## config.mk

```make
export PLATFORM = sky130hd
export DESIGN_NAME = biriscv_fetch_responder
export DESIGN_NICKNAME = d
export VERILOG_FILES = /design/src/rtl/biriscv_fetch_responder.sv
export SDC_FILE = /design/constraint.sdc
export NUM_CORES = 1
export LEC_CHECK = 0
export ABC_AREA = 1
export BUFFER_PORTS_ARGS = -buffer_cell sky130_fd_sc_hd__buf_4
export CAP_MARGIN = 25
export CORE_MARGIN = 2
export CORE_UTILIZATION = 48
export DETAILED_ROUTE_END_ITERATION = 7
export PLACE_DENSITY = 0.85
export SLEW_MARGIN = 20
export SYNTH_ARGS = -nofsm -noshare
export SYNTH_HDL_FRONTEND = slang
export SYNTH_SLANG_ARGS = --single-unit
```

## constraint.sdc

```tcl
create_clock -name clk_i -period 3.6 [get_ports clk_i]
set_input_delay 0.18 -clock clk_i [delete_from_list [all_inputs] [get_ports clk_i]]
set_output_delay 0.18 -clock clk_i [all_outputs]
set_load 0.01 [all_outputs]
```

## src/rtl/biriscv_fetch_responder.sv

```systemverilog
// Fetch-side responder: forwards aligned instruction reads to memory, answers
// privilege/range faults locally, and drops stale data across flush/invalidate.
//
// state | meaning
// RUN   | normal operation, requests accepted
// FLUSH | draining reads issued before a flush, their data is discarded
// INVAL | invalidate sweep in progress, also drains and discards in-flight data
module biriscv_fetch_responder #(
    parameter int          MAX_OUTSTANDING = 2,
    parameter int          INV_CYCLES      = 64,
    parameter logic [31:0] MEM_BASE        = 32'h8000_0000,
    parameter logic [31:0] MEM_SIZE        = 32'h0001_0000,
    parameter logic [31:0] SUPV_BASE       = 32'h8000_8000
) (
    input  logic        clk_i,
    input  logic        rst_ni,
    input  logic        req_rd_i,
    input  logic        req_flush_i,
    input  logic        req_invalidate_i,
    input  logic [31:0] req_pc_i,
    input  logic [1:0]  req_priv_i,
    output logic        req_accept_o,
    output logic        resp_valid_o,
    output logic [63:0] resp_inst_o,
    output logic        resp_error_o,
    output logic        resp_page_fault_o,
    output logic        mem_rd_o,
    output logic [31:0] mem_addr_o,
    input  logic        mem_accept_i,
    input  logic        mem_valid_i,
    input  logic [63:0] mem_data_i,
    input  logic        mem_error_i
);

    localparam int          SW       = $clog2(INV_CYCLES + 1);
    localparam logic [SW-1:0] INV_LOAD = SW'(INV_CYCLES);
    localparam logic [1:0]  MAX_Q    = 2'(MAX_OUTSTANDING);
    localparam logic [32:0] MEM_END  = {1'b0, MEM_BASE} + {1'b0, MEM_SIZE};

    typedef enum logic [1:0] {RUN, FLUSH, INVAL} state_t;

    state_t        state_q, state_d;
    logic [1:0]    out_q, out_d;
    logic [1:0]    drop_q, drop_d;
    logic [SW-1:0] sweep_q, sweep_d;
    logic          local_q, local_d;
    logic          resp_valid_q, resp_valid_d;
    logic [63:0]   resp_inst_q, resp_inst_d;
    logic          resp_error_q, resp_error_d;
    logic          resp_pf_q, resp_pf_d;

    logic page_fault_w, range_fault_w, normal_w;
    logic mem_take_w, mem_ret_w, fault_ok_w, fault_take_w, mem_resp_w;

    assign page_fault_w  = (req_priv_i == 2'd0) && (req_pc_i >= SUPV_BASE);
    assign range_fault_w = !page_fault_w &&
                           ((req_pc_i < MEM_BASE) || ({1'b0, req_pc_i} >= MEM_END));
    assign normal_w      = !page_fault_w && !range_fault_w;
    assign mem_addr_o    = {req_pc_i[31:3], 3'b000};

    always_comb begin
        state_d      = state_q;
        out_d        = out_q;
        drop_d       = drop_q;
        sweep_d      = sweep_q;
        local_d      = 1'b0;
        resp_valid_d = 1'b0;
        resp_inst_d  = '0;
        resp_error_d = 1'b0;
        resp_pf_d    = 1'b0;

        mem_rd_o     = rst_ni && req_rd_i && (state_q == RUN) && normal_w &&
                       (out_q < MAX_Q) && !req_flush_i && !req_invalidate_i;
        mem_take_w   = mem_rd_o && mem_accept_i;
        // A local fault answer must not collide with, or overtake, memory data.
        fault_ok_w   = rst_ni && (state_q == RUN) && (out_q == 2'd0) && !mem_valid_i &&
                       !local_q && !req_flush_i && !req_invalidate_i;
        req_accept_o = normal_w ? mem_take_w : fault_ok_w;
        fault_take_w = req_rd_i && fault_ok_w && !normal_w;
        mem_ret_w    = mem_valid_i && (out_q != 2'd0);
        mem_resp_w   = mem_ret_w && (state_q == RUN) && (drop_q == 2'd0);

        case ({mem_take_w, mem_ret_w})
            2'b10:   out_d = out_q + 2'd1;
            2'b01:   out_d = out_q - 2'd1;
            default: out_d = out_q;
        endcase

        if (mem_ret_w && (state_q != RUN) && (drop_q != 2'd0))
            drop_d = drop_q - 2'd1;

        if (mem_resp_w || fault_take_w) begin
            resp_valid_d = 1'b1;
            resp_inst_d  = mem_resp_w ? mem_data_i : 64'd0;
            resp_error_d = mem_resp_w ? mem_error_i : range_fault_w;
            resp_pf_d    = fault_take_w && page_fault_w;
        end
        local_d = fault_take_w;

        case (state_q)
            FLUSH: begin
                if (out_d == 2'd0)
                    state_d = RUN;
            end
            INVAL: begin
                if (sweep_q != '0)
                    sweep_d = sweep_q - 1'b1;
                if ((sweep_d == '0) && (out_d == 2'd0))
                    state_d = RUN;
            end
            default: state_d = RUN;
        endcase

        if (req_invalidate_i) begin
            state_d = INVAL;
            sweep_d = INV_LOAD;
            drop_d  = out_d;
        end else if (req_flush_i) begin
            drop_d = out_d;
            if (state_q != INVAL)
                state_d = FLUSH;
        end
    end

    always_ff @(posedge clk_i) begin
        if (!rst_ni) begin
            state_q      <= RUN;
            out_q        <= 2'd0;
            drop_q       <= 2'd0;
            sweep_q      <= '0;
            local_q      <= 1'b0;
            resp_valid_q <= 1'b0;
            resp_inst_q  <= 64'd0;
            resp_error_q <= 1'b0;
            resp_pf_q    <= 1'b0;
        end else begin
            state_q      <= state_d;
            out_q        <= out_d;
            drop_q       <= drop_d;
            sweep_q      <= sweep_d;
            local_q      <= local_d;
            resp_valid_q <= resp_valid_d;
            resp_inst_q  <= resp_inst_d;
            resp_error_q <= resp_error_d;
            resp_pf_q    <= resp_pf_d;
        end
    end

    assign resp_valid_o      = resp_valid_q;
    assign resp_inst_o       = resp_inst_q;
    assign resp_error_o      = resp_error_q;
    assign resp_page_fault_o = resp_pf_q;

endmodule
```

## After elaboration in Yosys (flattened, before gate mapping)

Index checks and enable logic that the tools add are counted.

- Register bits after elaboration: 81

- Multiplexer cells: 17
- Add/subtract/negate cells: 4
- $lt $le $gt $ge: 4
- Bitwise operators: 1
- Eq/ne operators: 5
- Reduce and logical (&&, ||, !) cells: 49

Operator list:

| operator | count |
|---|---|
| 32-bit >= comparator (second input constant) | 2 |
| 32-bit less-than comparator (second input constant) | 1 |
| 7-bit 2-to-1 mux | 4 |
| 1-bit logical AND | 25 |
| 2-bit 2-to-1 mux | 8 |
| 2-bit zero test | 5 |
| 2-bit case mux with 2 select lines | 2 |
| 2-bit nonzero test | 4 |
| 1-bit zero test | 7 |
| 7-bit zero test | 1 |
| 7-bit nonzero test | 1 |
| 7-bit by 1-bit subtractor with 7-bit output (second input constant) | 1 |
| 2-bit by 1-bit equality test with 1-bit output (second input constant) | 2 |
| 2-bit equality test (second input constant) | 2 |
| 2-bit by 1-bit subtractor with 2-bit output (second input constant) | 2 |
| 1-bit 2-to-1 mux | 3 |
| 3-bit AND reduction | 1 |
| 3-bit nonzero test | 1 |
| 2-bit by 1-bit adder with 2-bit output (second input constant) | 1 |
| 1-bit logical OR | 2 |
| 2-bit less-than comparator (second input constant) | 1 |
| 2-bit inequality test (second input constant) | 1 |
| 2-bit AND reduction | 1 |
| 2-bit OR reduction | 1 |
| 1-bit inverter | 1 |

## Depth between registers and ports, before layout

- Word-level depth: 20
- Mapped depth: 16
- Gate-level depth less buffers: 16

## Least setup slack after synthesis

No wires, ideal clock.

- Kind: register to register
- Start point: register state_q[0]
- End point: register state_q[1]
- Setup slack: 1.440 ns
- Required time: 3.483 ns
- Setup time: 0.117 ns
- Period minus slack after synthesis: 2.160 ns
- Cell stages (with the launch flop): 13
- Arrival: 2.043 ns
- Cell sequence: dfxtp_1 -> inv_1 -> ha_1 -> inv_1 -> nor4_1 -> nand4_1 -> ha_1 -> xor2_1 -> nand3_1 -> nor2_1 -> nand3_2 -> nand3_1 -> a21oi_2

- Word-level cells in the longest chain between the ends: 16

RTL lines:

| element | RTL line | RTL |
|---|---|---|
| from (decl) | 42 | `state_t state_q, state_d;` |
| from (signal assigned) | 137 | `state_q <= state_d;` |
| 2-bit zero test | 72 | `mem_rd_o = rst_ni && req_rd_i && (state_q == RUN) && normal_w &&` |
| 1-bit logical AND (3 in a row) | 72 |  |
| 1-bit logical AND (2 in a row) | 73 | `(out_q < MAX_Q) && !req_flush_i && !req_invalidate_i;` |
| 1-bit logical AND | 74 | `mem_take_w = mem_rd_o && mem_accept_i;` |
| 2-bit by 1-bit equality test with 1-bit output or 2-bit equality test (tied branches) | 83 | `case ({mem_take_w, mem_ret_w})` |
| 2-bit case mux with 2 select lines | 83 |  |
| 2-bit zero test | 102, 108 |  |
| 1-bit logical AND | 108 | `if ((sweep_d == '0) && (out_d == 2'd0))` |
| 2-bit 2-to-1 mux | 108 |  |
| 2-bit case mux with 2 select lines | 100 | `case (state_q)` |
| 2-bit 2-to-1 mux | 120 | `if (state_q != INVAL)` |
| 2-bit 2-to-1 mux * | 118 | `end else if (req_flush_i) begin` |
| 2-bit 2-to-1 mux * | 114 | `if (req_invalidate_i) begin` |

Mark *: on every way between the ends. The rest lies on a longest branch, timed or not.
A chain may end at the register's enable or synchronous reset.

## Worst setup path after layout

Ends and elaborated chain as after synthesis.

==> results by stage <==
Floorplan:
- The number of primary I/O pins is 207.
- The floorplan row count is 32.
- The die area is 8560 sq um.
- The overall die height is 92.5 um.
- The initial cell density of the core is 0.492.
- Measured along the x axis, the die boundary spans 92.5 um.
- After floorplanning, the core was sized to cover 7650 sq um.

CTS:
- The clock input transition at the sequential cells of the worst setup and hold paths is 0.09 ns.
- CTS built an H-tree with a depth of 3.
- The clock reaches the later pin of the worst-skew pair after 0.34 ns.
- The number of buffers between clock root and the deepest sink is 2.
- TritonCTS created 9 clock buffers.
- The number of clock sinks is 81.
- The number of buffers added for setup after CTS is 0.
- TritonCTS built the clock tree.
- The number of buffers added to fix hold violations after cts is 0.
- After clock tree synthesis, the repair step resized 0 gates.
- The root buffer selected by CTS is sky130_fd_sc_hd__clkbuf_8.

Pwr:
- The total design power is 0.00174 W.
- The leakage power total is 2.63 nW.
- The worst voltage drop across the vdd grid is 0.000165 V.
- Power spread over the standard cell area amounts to 344 nW/um^2.

Synth:
- The number of different library cells used by synthesis comes to 32.
- In the post-synthesis netlist, the cell with the most instances is sky130_fd_sc_hd__inv_1.
- The mean area per synthesized cell is 8.81 sq um.
- The most area-hungry cell type in the Yosys netlist is sky130_fd_sc_hd__dfxtp_1.
- The yosys synthesis warning count is 0.
- The area share of the largest cell type after synthesis is 0.431.
- The post-synthesis instance total is 427.
- In this run the cell area of the synthesized design comes to 3760 sq um.
- After synthesis the netlist holds a flip-flop and latch count of 81.
- In the synthesized netlist the async set-or-reset flop fraction comes to 0.
- Of the synthesized area, sequential elements account for 0.431.
- By count the netlist is led by 98 x sky130_fd_sc_hd__inv_1, 81 x sky130_fd_sc_hd__dfxtp_1, 53 x sky130_fd_sc_hd__nor2_4.
- In the post-synthesis netlist, the biggest area contributors are sky130_fd_sc_hd__dfxtp_1 43%, sky130_fd_sc_hd__nor2_4 16%, sky130_fd_sc_hd__inv_1 9.8%.
- The number of synthesized flops with an enable pin is 0.
- In the synthesized netlist the dominant register cell turns out to be sky130_fd_sc_hd__dfxtp_1.

Detailed routing:
- The number of detailed-route iterations in the first pass is 4.
- The final layout contains routed wiring with a total length of 8.20 mm.
- The wire length per cell after detailed routing is 12.0 um.
- For this block, the initial DRC count from the detailed router was 71.
- The via-per-instance ratio is 4.36.
- The final routed DRC violation total is 0.
- The number of nets with antenna violations after routing is 0.
- The total via count in the routed design is 2,976.

Worst setup path:
- Along the worst path, the maximum fanout reaches 4.
- STA puts the critical path data required time at 3.84 ns.
- The sort of element at the end of the critical path is a flop.
- The worst setup path is of the flop to flop kind.
- The worst setup path is launched from a flop.
- For the worst setup path, the data arrival time is 2.68 ns.

Hold path:
- The worst hold path belongs to the class input port to flop.

STA:
- The final worst slack is 1.16 ns.
- The clock period could shrink to 2.44 ns.
- Setup total negative slack on the finished layout was measured at 0 ns.
- The max-slew violation total from the final report is 0.
- Across the routed clock network, the largest skew measured is 0.00732 ns.
- The highest clock rate is 410 MHz.
- Headroom to the max-slew limit came out at 0.383.
- The ratio of final minimum period to clock period is 0.678.
- For the pin with the worst max-slew slack, the measured transition is 0.925 ns.
- Setup repair after global routing left no endpoint under its margin.
- The count of final hold-check violations is 0.
- The setup-violating endpoint count in the final report is 0.

Finish:
- The fraction of final layout cells with drive strength greater than 1 is 0.446.
- The area growth from synthesis to layout is 34.4%.
- The final instance area is 5050 sq um.
- The repair_antennas step left the layout with diodes totalling 0.
- The net count of the finished layout is 690.

Placement:
- Prior to clock tree synthesis, the placed netlist has a worst setup slack of 1.20 ns.
- During placement, the flow inserted port buffers numbering 176.
- Once detailed placement completed, the half-perimeter wirelength came to 6.53 mm.
- Summing all placed instances gives a cell area of 4870 sq um.
- At the end of routability-driven placement, the weighted congestion stood at 0.936.

Global routing:
- The first global-routing pass estimated 13.1 mm of wire.
- The total global-route track usage is 0.191.
- The sum of overflow across all layers after global routing is 0.
- The via count of the first global-routing pass is 2,900.
- The pin count of the biggest net entering global routing is 66.
- The initial antenna violation count is 0.

Run status:
- The run finished with clean final reports.

Flow run:
- Across the run, the number of max-cap violations was 0.
placed cells by master (no fill, tap or decap), drive strengths merged, types with 8 or more instances in the layout:
cell type	synthesis	routed
a21oi	10	10
buf	39	176
clkbuf	1	9
dfxtp	81	81
ha	8	8
inv	101	104
nand2	43	43
nand3	21	21
nand4	8	8
nor2	92	92
state kept, by name, summed over array words and instances (netlist names):
register	count
drop_q	2
local_q	1
out_q	2
resp_error_o	1
resp_inst_o	64
resp_page_fault_o	1
resp_valid_o	1
state_q	2
sweep_q	7
final timing paths:
| kind | startpoint | to | slack [ns] | cells past startpoint |
|---|---|---|---|---|
| max reg2reg | state_q[0] | state_q[1] | 1.16 | 12 |
| min | mem_data_i[14] | resp_inst_o[14] | 0.05 | 3 |
| min reg2reg | drop_q[1] | drop_q[1] | 0.49 | 2 |
| max | state_q[0] | state_q[1] | 1.16 | 12 |
kinds of logic after synthesis:
logic type | Yosys count | synth area share
other | 1 | 0.000997
DFF | 81 | 0.431
and+or+nand+nor | 175 | 0.310
AOI/OAI and AO/OA | 19 | 0.0300
adders and majority gates | 8 | 0.0266
buffers and inverters | 141 | 0.197
xor gates and xnor gates | 2 | 0.00466
metrics by stage:
stage | utilization | instances | hold WS [ns]
3_5_place_dp | 0.637 | 667 | 0.360
4_1_cts | 0.661 | 683 | 0.0409
5_1_grt | 0.661 | 683 | 0.0251
6_report | 0.661 | 683 | 0.0549
2_1_floorplan | - | 429 | 0.292
3_3_place_gp | 0.637 | 667 | 0.360
metal layers:
layer / part of all wire / up-vias / track usage
met2: 0.53 / 99 / 0.349
li1: - / 1530 / -
met1: 0.38 / 1337 / 0.212
met4: 0.016 / 0 / 0.0684
met3: 0.069 / 10 / 0.0521
met5: 0 / - / 0
area by class of cell:
cell class              count  area [sq um]
multi-input cells         207          1420
inverters                 101           379
clock inverters             7          60.1
fillers                   568          2590
flip-flops and latches     81          1620
clock buffers               9           124
repair buffers            176          1320
well taps                 102           128
where the power goes:
| group | switching (W) | internal (W) |
|---|---|---|
| sequential | 0.00000561 | 0.000901 |
| combinational | 0.000114 | 0.000110 |
| clock | 0.000349 | 0.000261 |
| total | 0.000469 | 0.00127 |
worst max-delay path: stages (launching register included):
cell	delay [ns]
sky130_fd_sc_hd__dfxtp_1	0.33
sky130_fd_sc_hd__inv_1	0.12
sky130_fd_sc_hd__ha_1	0.22
sky130_fd_sc_hd__inv_1	0.07
sky130_fd_sc_hd__nor4_1	0.32
sky130_fd_sc_hd__nand4_1	0.17
sky130_fd_sc_hd__ha_1	0.34
sky130_fd_sc_hd__xor2_1	0.25
sky130_fd_sc_hd__nand3_1	0.14
sky130_fd_sc_hd__nor2_1	0.14
sky130_fd_sc_hd__nand3_2	0.08
sky130_fd_sc_hd__nand3_1	0.09
sky130_fd_sc_hd__a21oi_2	0.05
No activity file was read; power rests on OpenSTA's default activity.
